File: src/rtl/weave_sum_engine.sv
// Registered ADD/SUB/ACC/CLR engine with valid/ready handshakes and per-channel accumulators.
// Optional SATURATE_EN: clamps ADD/ACC to all-ones and SUB to zero instead of wrapping.
module weave_sum_engine #(
   parameter int WIDTH    = 8,
   parameter int CHANNELS = 4,
   localparam int CH_W    = (CHANNELS > 1) ? $clog2(CHANNELS) : 1
) (
   input  logic             clk,
   input  logic             rst,
   input  logic             in_valid,
   output logic             in_ready,
   input  logic [1:0]       in_mode,
   input  logic [CH_W-1:0]  in_ch,
   input  logic [WIDTH-1:0] in_a,
   input  logic [WIDTH-1:0] in_b,
   output logic             out_valid,
   input  logic             out_ready,
   output logic [WIDTH-1:0] out_data,
   output logic             out_carry,
   output logic             out_err,
   output logic [15:0]      op_count
);

   localparam logic [1:0]    MODE_ADD = 2'd0;
   localparam logic [1:0]    MODE_SUB = 2'd1;
   localparam logic [1:0]    MODE_ACC = 2'd2;
   localparam logic [1:0]    MODE_CLR = 2'd3;
   localparam logic [CH_W:0] CH_LIM   = (CH_W+1)'(CHANNELS);

   logic             out_valid_q;
   logic [WIDTH-1:0] data_q, data_d;
   logic             carry_q, carry_d;
   logic             err_q, err_d;
   logic [15:0]      op_count_q;
   logic [WIDTH-1:0] acc_q [CHANNELS];

   logic             accept;
   logic             ch_ok;
   logic [WIDTH-1:0] acc_rd;
   logic [WIDTH:0]   sum, diff, acc_sum;
   logic             acc_we;
   logic [WIDTH-1:0] acc_wdata;

   // Upward overflow handling: clamp to all-ones when saturating, otherwise wrap.
   function automatic logic [WIDTH-1:0] clamp_up(input logic [WIDTH:0] s);
`ifdef SATURATE_EN
      return s[WIDTH] ? {WIDTH{1'b1}} : s[WIDTH-1:0];
`else
      return s[WIDTH-1:0];
`endif
   endfunction

   // Borrow handling: clamp to zero when saturating, otherwise wrap.
   function automatic logic [WIDTH-1:0] clamp_dn(input logic [WIDTH:0] d);
`ifdef SATURATE_EN
      return d[WIDTH] ? {WIDTH{1'b0}} : d[WIDTH-1:0];
`else
      return d[WIDTH-1:0];
`endif
   endfunction

   assign in_ready = !out_valid_q || out_ready;

   // Result and accumulator-write computation for the request on the inputs.
   always_comb begin
      accept = in_valid && in_ready;
      ch_ok  = {1'b0, in_ch} < CH_LIM;
      if (ch_ok) begin
         acc_rd = acc_q[in_ch];
      end else begin
         acc_rd = {WIDTH{1'b0}};
      end
      sum       = {1'b0, in_a} + {1'b0, in_b};
      diff      = {1'b0, in_a} - {1'b0, in_b};
      acc_sum   = {1'b0, acc_rd} + {1'b0, in_a};
      data_d    = {WIDTH{1'b0}};
      carry_d   = 1'b0;
      err_d     = 1'b0;
      acc_we    = 1'b0;
      acc_wdata = {WIDTH{1'b0}};
      case (in_mode)
         MODE_ADD: begin
            data_d  = clamp_up(sum);
            carry_d = sum[WIDTH];
         end
         MODE_SUB: begin
            data_d  = clamp_dn(diff);
            carry_d = diff[WIDTH];
         end
         MODE_ACC: begin
            if (ch_ok) begin
               data_d    = clamp_up(acc_sum);
               carry_d   = acc_sum[WIDTH];
               acc_we    = accept;
               acc_wdata = clamp_up(acc_sum);
            end else begin
               err_d = 1'b1;
            end
         end
         MODE_CLR: begin
            if (ch_ok) begin
               data_d = acc_rd;
               acc_we = accept;
            end else begin
               err_d = 1'b1;
            end
         end
         default: begin
            err_d = 1'b0;
         end
      endcase
   end

   // Output register, op counter and accumulator bank.
   always_ff @(posedge clk) begin
      if (rst) begin
         out_valid_q <= 1'b0;
         data_q      <= {WIDTH{1'b0}};
         carry_q     <= 1'b0;
         err_q       <= 1'b0;
         op_count_q  <= 16'd0;
         for (int i = 0; i < CHANNELS; i++) begin
            acc_q[i] <= {WIDTH{1'b0}};
         end
      end else begin
         if (accept) begin
            out_valid_q <= 1'b1;
            data_q      <= data_d;
            carry_q     <= carry_d;
            err_q       <= err_d;
            op_count_q  <= op_count_q + 16'd1;
         end else if (out_ready) begin
            out_valid_q <= 1'b0;
         end
         if (acc_we) begin
            acc_q[in_ch] <= acc_wdata;
         end
      end
   end

   assign out_valid = out_valid_q;
   assign out_data  = data_q;
   assign out_carry = carry_q;
   assign out_err   = err_q;
   assign op_count  = op_count_q;

endmodule

File: config.mk
export PLATFORM = sky130hd
export DESIGN_NAME = weave_sum_engine
export DESIGN_NICKNAME = d
export VERILOG_FILES = /design/src/rtl/weave_sum_engine.sv
export SDC_FILE = /design/constraint.sdc
export NUM_CORES = 1
export LEC_CHECK = 0
export ABC_AREA = 1
export ABC_CLOCK_PERIOD_IN_PS = 5350
export BUFFER_PORTS_ARGS = -buffer_cell sky130_fd_sc_hd__buf_2
export CAP_MARGIN = 40
export CORE_UTILIZATION = 35
export CTS_CLUSTER_DIAMETER = 50
export DETAILED_ROUTE_END_ITERATION = 12
export GPL_TIMING_DRIVEN = 1
export SETUP_SLACK_MARGIN = 0.15
export SYNTH_ARGS = -nofsm -noshare
export SYNTH_HDL_FRONTEND = slang
export SYNTH_SLANG_ARGS = --single-unit
File: constraint.sdc
create_clock -name clk -period 5.35 [get_ports clk]
set_input_delay 0 -clock clk [delete_from_list [all_inputs] [get_ports clk]]
set_output_delay 0 -clock clk [all_outputs]
set_load 0.02 [all_outputs]
Yosys cells after proc, flatten, opt, wreduce, memory -nomap -nowiden
Memories as Yosys holds them, arrays and structs flattened. Index checks and enable logic that the tools add are counted.

Register bits after elaboration: 26. Bits in writable memories: 32. Input port bits: 24. Output and inout port bits: 28. Word-level logic and storage cells: 33. Memories: 1.

Add/sub/neg operators: 4. Eq/ne operators: 3. Muxes and demuxes: 14. Reduce and logical (&&, ||, !) cells: 7.

Memory list: acc_q (depth 4, width 8, read ports 1, clocked after Yosys merged registers in 0, write ports 4, line 35) `logic [WIDTH-1:0] acc_q [CHANNELS];`.

Operators with widths (number): $pmux W8 S4 (1); $add A8 B8 Y9 (2); $add A16 B1 Y16 const B (1); $mux W8 (2); $mux W1 (9); $sub A8 B8 Y9 (1); $reduce_or A8 Y1 (1); $eq A2 B2 Y1 const B (2); $pmux W1 S3 (1); $eq A2 B1 Y1 const B (1); $logic_not A2 Y1 (1); $mux W2 (1); $reduce_bool A2 Y1 (1); $reduce_or A2 Y1 (1); $logic_and A1 B1 Y1 (1); $logic_not A1 Y1 (1); $logic_or A1 B1 Y1 (1).

Logic depth before layout (Yosys ltp)
Depth after elaboration: 9. Gate-level depth with buffers: 18. Gate-level depth less buffers: 16.

Worst setup path before layout
OpenSTA, ideal clock, no wires.

Path kind: register to register. Start: register out_valid_q, in the netlist out_valid. End: memory acc_q[3][0] (enable). Library setup time: 398 ps. Data arrival time: 1775 ps. Required time: 4952 ps. Path slack: 3177 ps. Cell stages (with the launch flop): 5. Period minus slack after synthesis: 2173 ps. Cell sequence: dfxtp_1 > nand2_2 > nand2_4 > clkbuf_1 > o41ai_1.

RTL lines: from (decl) (line 30) `logic out_valid_q;`; from (signal assigned) (line 117) `out_valid_q <= 1'b0;`; from (signal assigned) (line 127) `out_valid_q <= 1'b1;`; from (signal assigned) (line 133) `out_valid_q <= 1'b0;`; to (decl) (line 35).

Final worst setup path
Start: memory acc_q[2][0]. End: register data_q[6], in the netlist out_data[6].

Longest elaborated chain between the ends: 3.

Ends and longest elaborated chain: $mem_v2 Z4 W8; $add A8 B8 Y9 (line 75) `acc_sum = {1'b0, acc_rd} + {1'b0, in_a};`; $pmux W8 S4 (line 81) `case (in_mode)`; to (signal assigned) (line 118) `data_q <= {WIDTH{1'b0}};`; to (signal assigned) (line 128) `data_q <= data_d;`; to (decl) (line 31) `logic [WIDTH-1:0] data_q, data_d;`.

No other way between the ends. A chain may end at the register's enable or synchronous reset.

==> flow_summary.json <==
{
  "worstPathArrival_ns": 2.84,
  "dr.first_iter.drc_count": 269,
  "min_period_ns": 2.57,
  "synth_enable_flop_cells": 32,
  "synth_flop_cell": "edfxtp_1",
  "synthTopCellsByArea": "edfxtp_1, dfxtp_1, nand2_1, ha_1, nor2_1",
  "drv_cap": 0,
  "gp_congestion": 0.980,
  "cts_inserted_buffers": 9,
  "async_flop_share_pct": 0,
  "grt_pass1_vias": 3456,
  "synthCells": 519,
  "cp_cell_sequence": "o21ai_0 -> o22ai_1 -> ha_1 -> inv_1 -> fa_1 -> inv_1 -> nand2_1 -> nand2_1 -> nand3b_1 -> nand3b_1 -> nand3_1 -> nand3_1 -> nand2_1 -> a21oi_1",
  "antennaDiodeCount": 0,
  "drt.antenna.violating_nets": 0,
  "path_common_cell": "nand2_1",
  "final_cell_count_no_fill": 712,
  "placedCellCount": 694,
  "maxSlewHeadroom_pct": 47.8,
  "cts_tree": "done",
  "slowest_stage": "fa_1",
  "port_buffers": 50,
  "power.density_nw_per_um2": 247,
  "cts.htree.levels": 3,
  "setup_viol": 0,
  "period_share_pct": 48.1,
  "p_leak_nw": 1.96,
  "fin_total_pwr_mw": 1.08,
  "end_kind": "flip-flop",
  "ios": 52,
  "clk_pin_slew_worst_paths_ns": 0.07,
  "final_common_cell": "nand2_1",
  "layout.nets": 619,
  "setup_tns_ns": 0,
  "die_area_um2": 11500,
  "avgSynthCellArea_um2": 7.45,
  "grt_pass1_wl_um": 17400,
  "antenna_found_initial": 1,
  "area_delta_synth_final_pct": 13.7,
  "die_y_um": 107,
  "hold_path_class": "input pin to flip-flop",
  "fp.dieW_um": 107,
  "num_vias": 3619,
  "cts_sinks": 58,
  "yosys_register_bits": 58,
  "tightest_slew_ns": 0.782,
  "synth_cell_type_count": 43,
  "dr.pass1.iters": 6,
  "clockBufferDepth": 2,
  "post_cts_resized": 0,
  "hold_viol_final": 0,
  "fmax_mhz": 388,
  "rsz0062_at_grt": "no",
  "max_stage_delay_ns": 0.36,
  "layout_common_cells": "nand2_1, nor2_1, inv_1",
  "ir_drop_uv": 120,
  "num_rows": 38,
  "synth_top_area_share_pct": 24.9,
  "yosysTopAreaCell": "edfxtp_1",
  "fin_worst_skew_ns": 0.0114,
  "initial_core_util_pct": 35.8,
  "status": "complete, no violations",
  "viasPerCell": 5.08,
  "grt_start_max_net_pins": 24,
  "critical_path.max_fanout": 5,
  "post_cts_buffers": 0,
  "criticalPathCategory": "flip-flop to flip-flop",
  "dp.final_hpwl_um": 8130,
  "synth_warnings": 0,
  "cp-start-kind": "flip-flop",
  "synth_nets": 571,
  "drive_gt1_share_pct": 15.4,
  "slew_viol_final": 0,
  "clk_latency_ns": 0.33,
  "grt_remaining_overflow": 0,
  "ys_seq_area_share_pct": 38.3,
  "wl_per_cell_um": 14.9,
  "core_area_um2": 10800,
  "post-route-drc-count": 0,
  "ctsRootBufferMaster": "clkbuf_8",
  "critPathRequiredTime_ns": 5.62,
  "wl_um": 10600,
  "grt_usage_pct": 19.8,
  "syn_area_um2": 3860
}
[power breakdown]
part / switching, mW / leakage (nW) / internal, mW
Clock: 0.173 / 0.0795 / 0.164
Combinational: 0.166 / 1.33 / 0.0822
Sequential: 0.00975 / 0.543 / 0.489
[cell usage after synthesis, types with 6 or more instances]
| cell type | n |
|---|---|
| o21ai_0 | 36 |
| nand3_1 | 39 |
| o22ai_1 | 6 |
| nand4_1 | 6 |
| dfxtp_1 | 26 |
| edfxtp_1 | 32 |
| buf_2 | 8 |
| a21oi_1 | 26 |
| ha_1 | 25 |
| nor2_1 | 80 |
| inv_1 | 60 |
| nand2_1 | 110 |
[through the flow]
step / hold slack [ns] / setup slack (ns) / util, % / cell area, µm²
after detailed placement: 0.292 / 2.76 / 39.0 / 4210
after floorplan: 0.156 / 3.18 / - / 3860
final: 0.0775 / 2.78 / 40.7 / 4390
after global placement: 0.290 / 2.77 / 39.0 / 4210
after global routing: 0.0955 / 2.61 / 40.7 / 4390
after CTS: 0.0624 / 2.81 / 40.7 / 4390
[layer usage]
layer	vias up	global-route usage (%)	part of all wire, %
met5	-	0	0.11
li1	1809	-	-
met1	1654	26.6	46
met3	18	5.11	7.0
met2	136	31.2	45
met4	2	5.48	1.6
[cell type report]
cell class	count	area, µm²
clock inverters	6	33.8
fillers	1125	6400
repair buffers	53	278
multi-input cells	384	2070
clock buffers	10	128
inverters	61	231
flip-flops and latches	58	1480
well taps	140	175
[registers in the layout, indices dropped and copies added, names as in the netlist]
register	count
acc_q	32
op_count	16
out_data	8
out_carry	1
out_valid	1
[logic make-up after synthesis]
group | synth area share (%)
AND/OR/NAND/NOR | 31.4
AO/OA/AOI/OAI | 11.2
XOR/XNOR | 1.13
flip-flops | 38.3
adder cells (fa/ha/maj) | 9.65
other | 0.0970
buffers and inverters | 8.19
[worst max-delay path, delay by kind of cell, from the launching register on]
kind	cells	cell delay [ns]
AO/OA/AOI/OAI	3	0.48
adder cells (fa/ha/maj)	2	0.61
buffers and inverters	2	0.15
flip-flops	1	0.34
AND/OR/NAND/NOR	7	0.94
[what timing repair did]
action | in CTS | in global routing
setup endpoints to repair | 0 | 0
hold buffers | 2 | 0
hold endpoints to repair | 7 | 0
[worst paths after layout]
check             cells past startpoint                      start                  endpoint  slack, ns
setup / recovery                     14  acc_q[2][0]$_SDFFCE_PN0P_  out_data[6]$_SDFFE_PP0P_       2.78
hold / removal                        4                   in_valid  out_data[6]$_SDFFE_PP0P_       0.08
setup reg to reg                     14  acc_q[2][0]$_SDFFCE_PN0P_  out_data[6]$_SDFFE_PP0P_       2.78
hold reg to reg                       2   out_data[6]$_SDFFE_PP0P_  out_data[6]$_SDFFE_PP0P_       0.48
No activity file was read; power rests on OpenSTA's default activity.
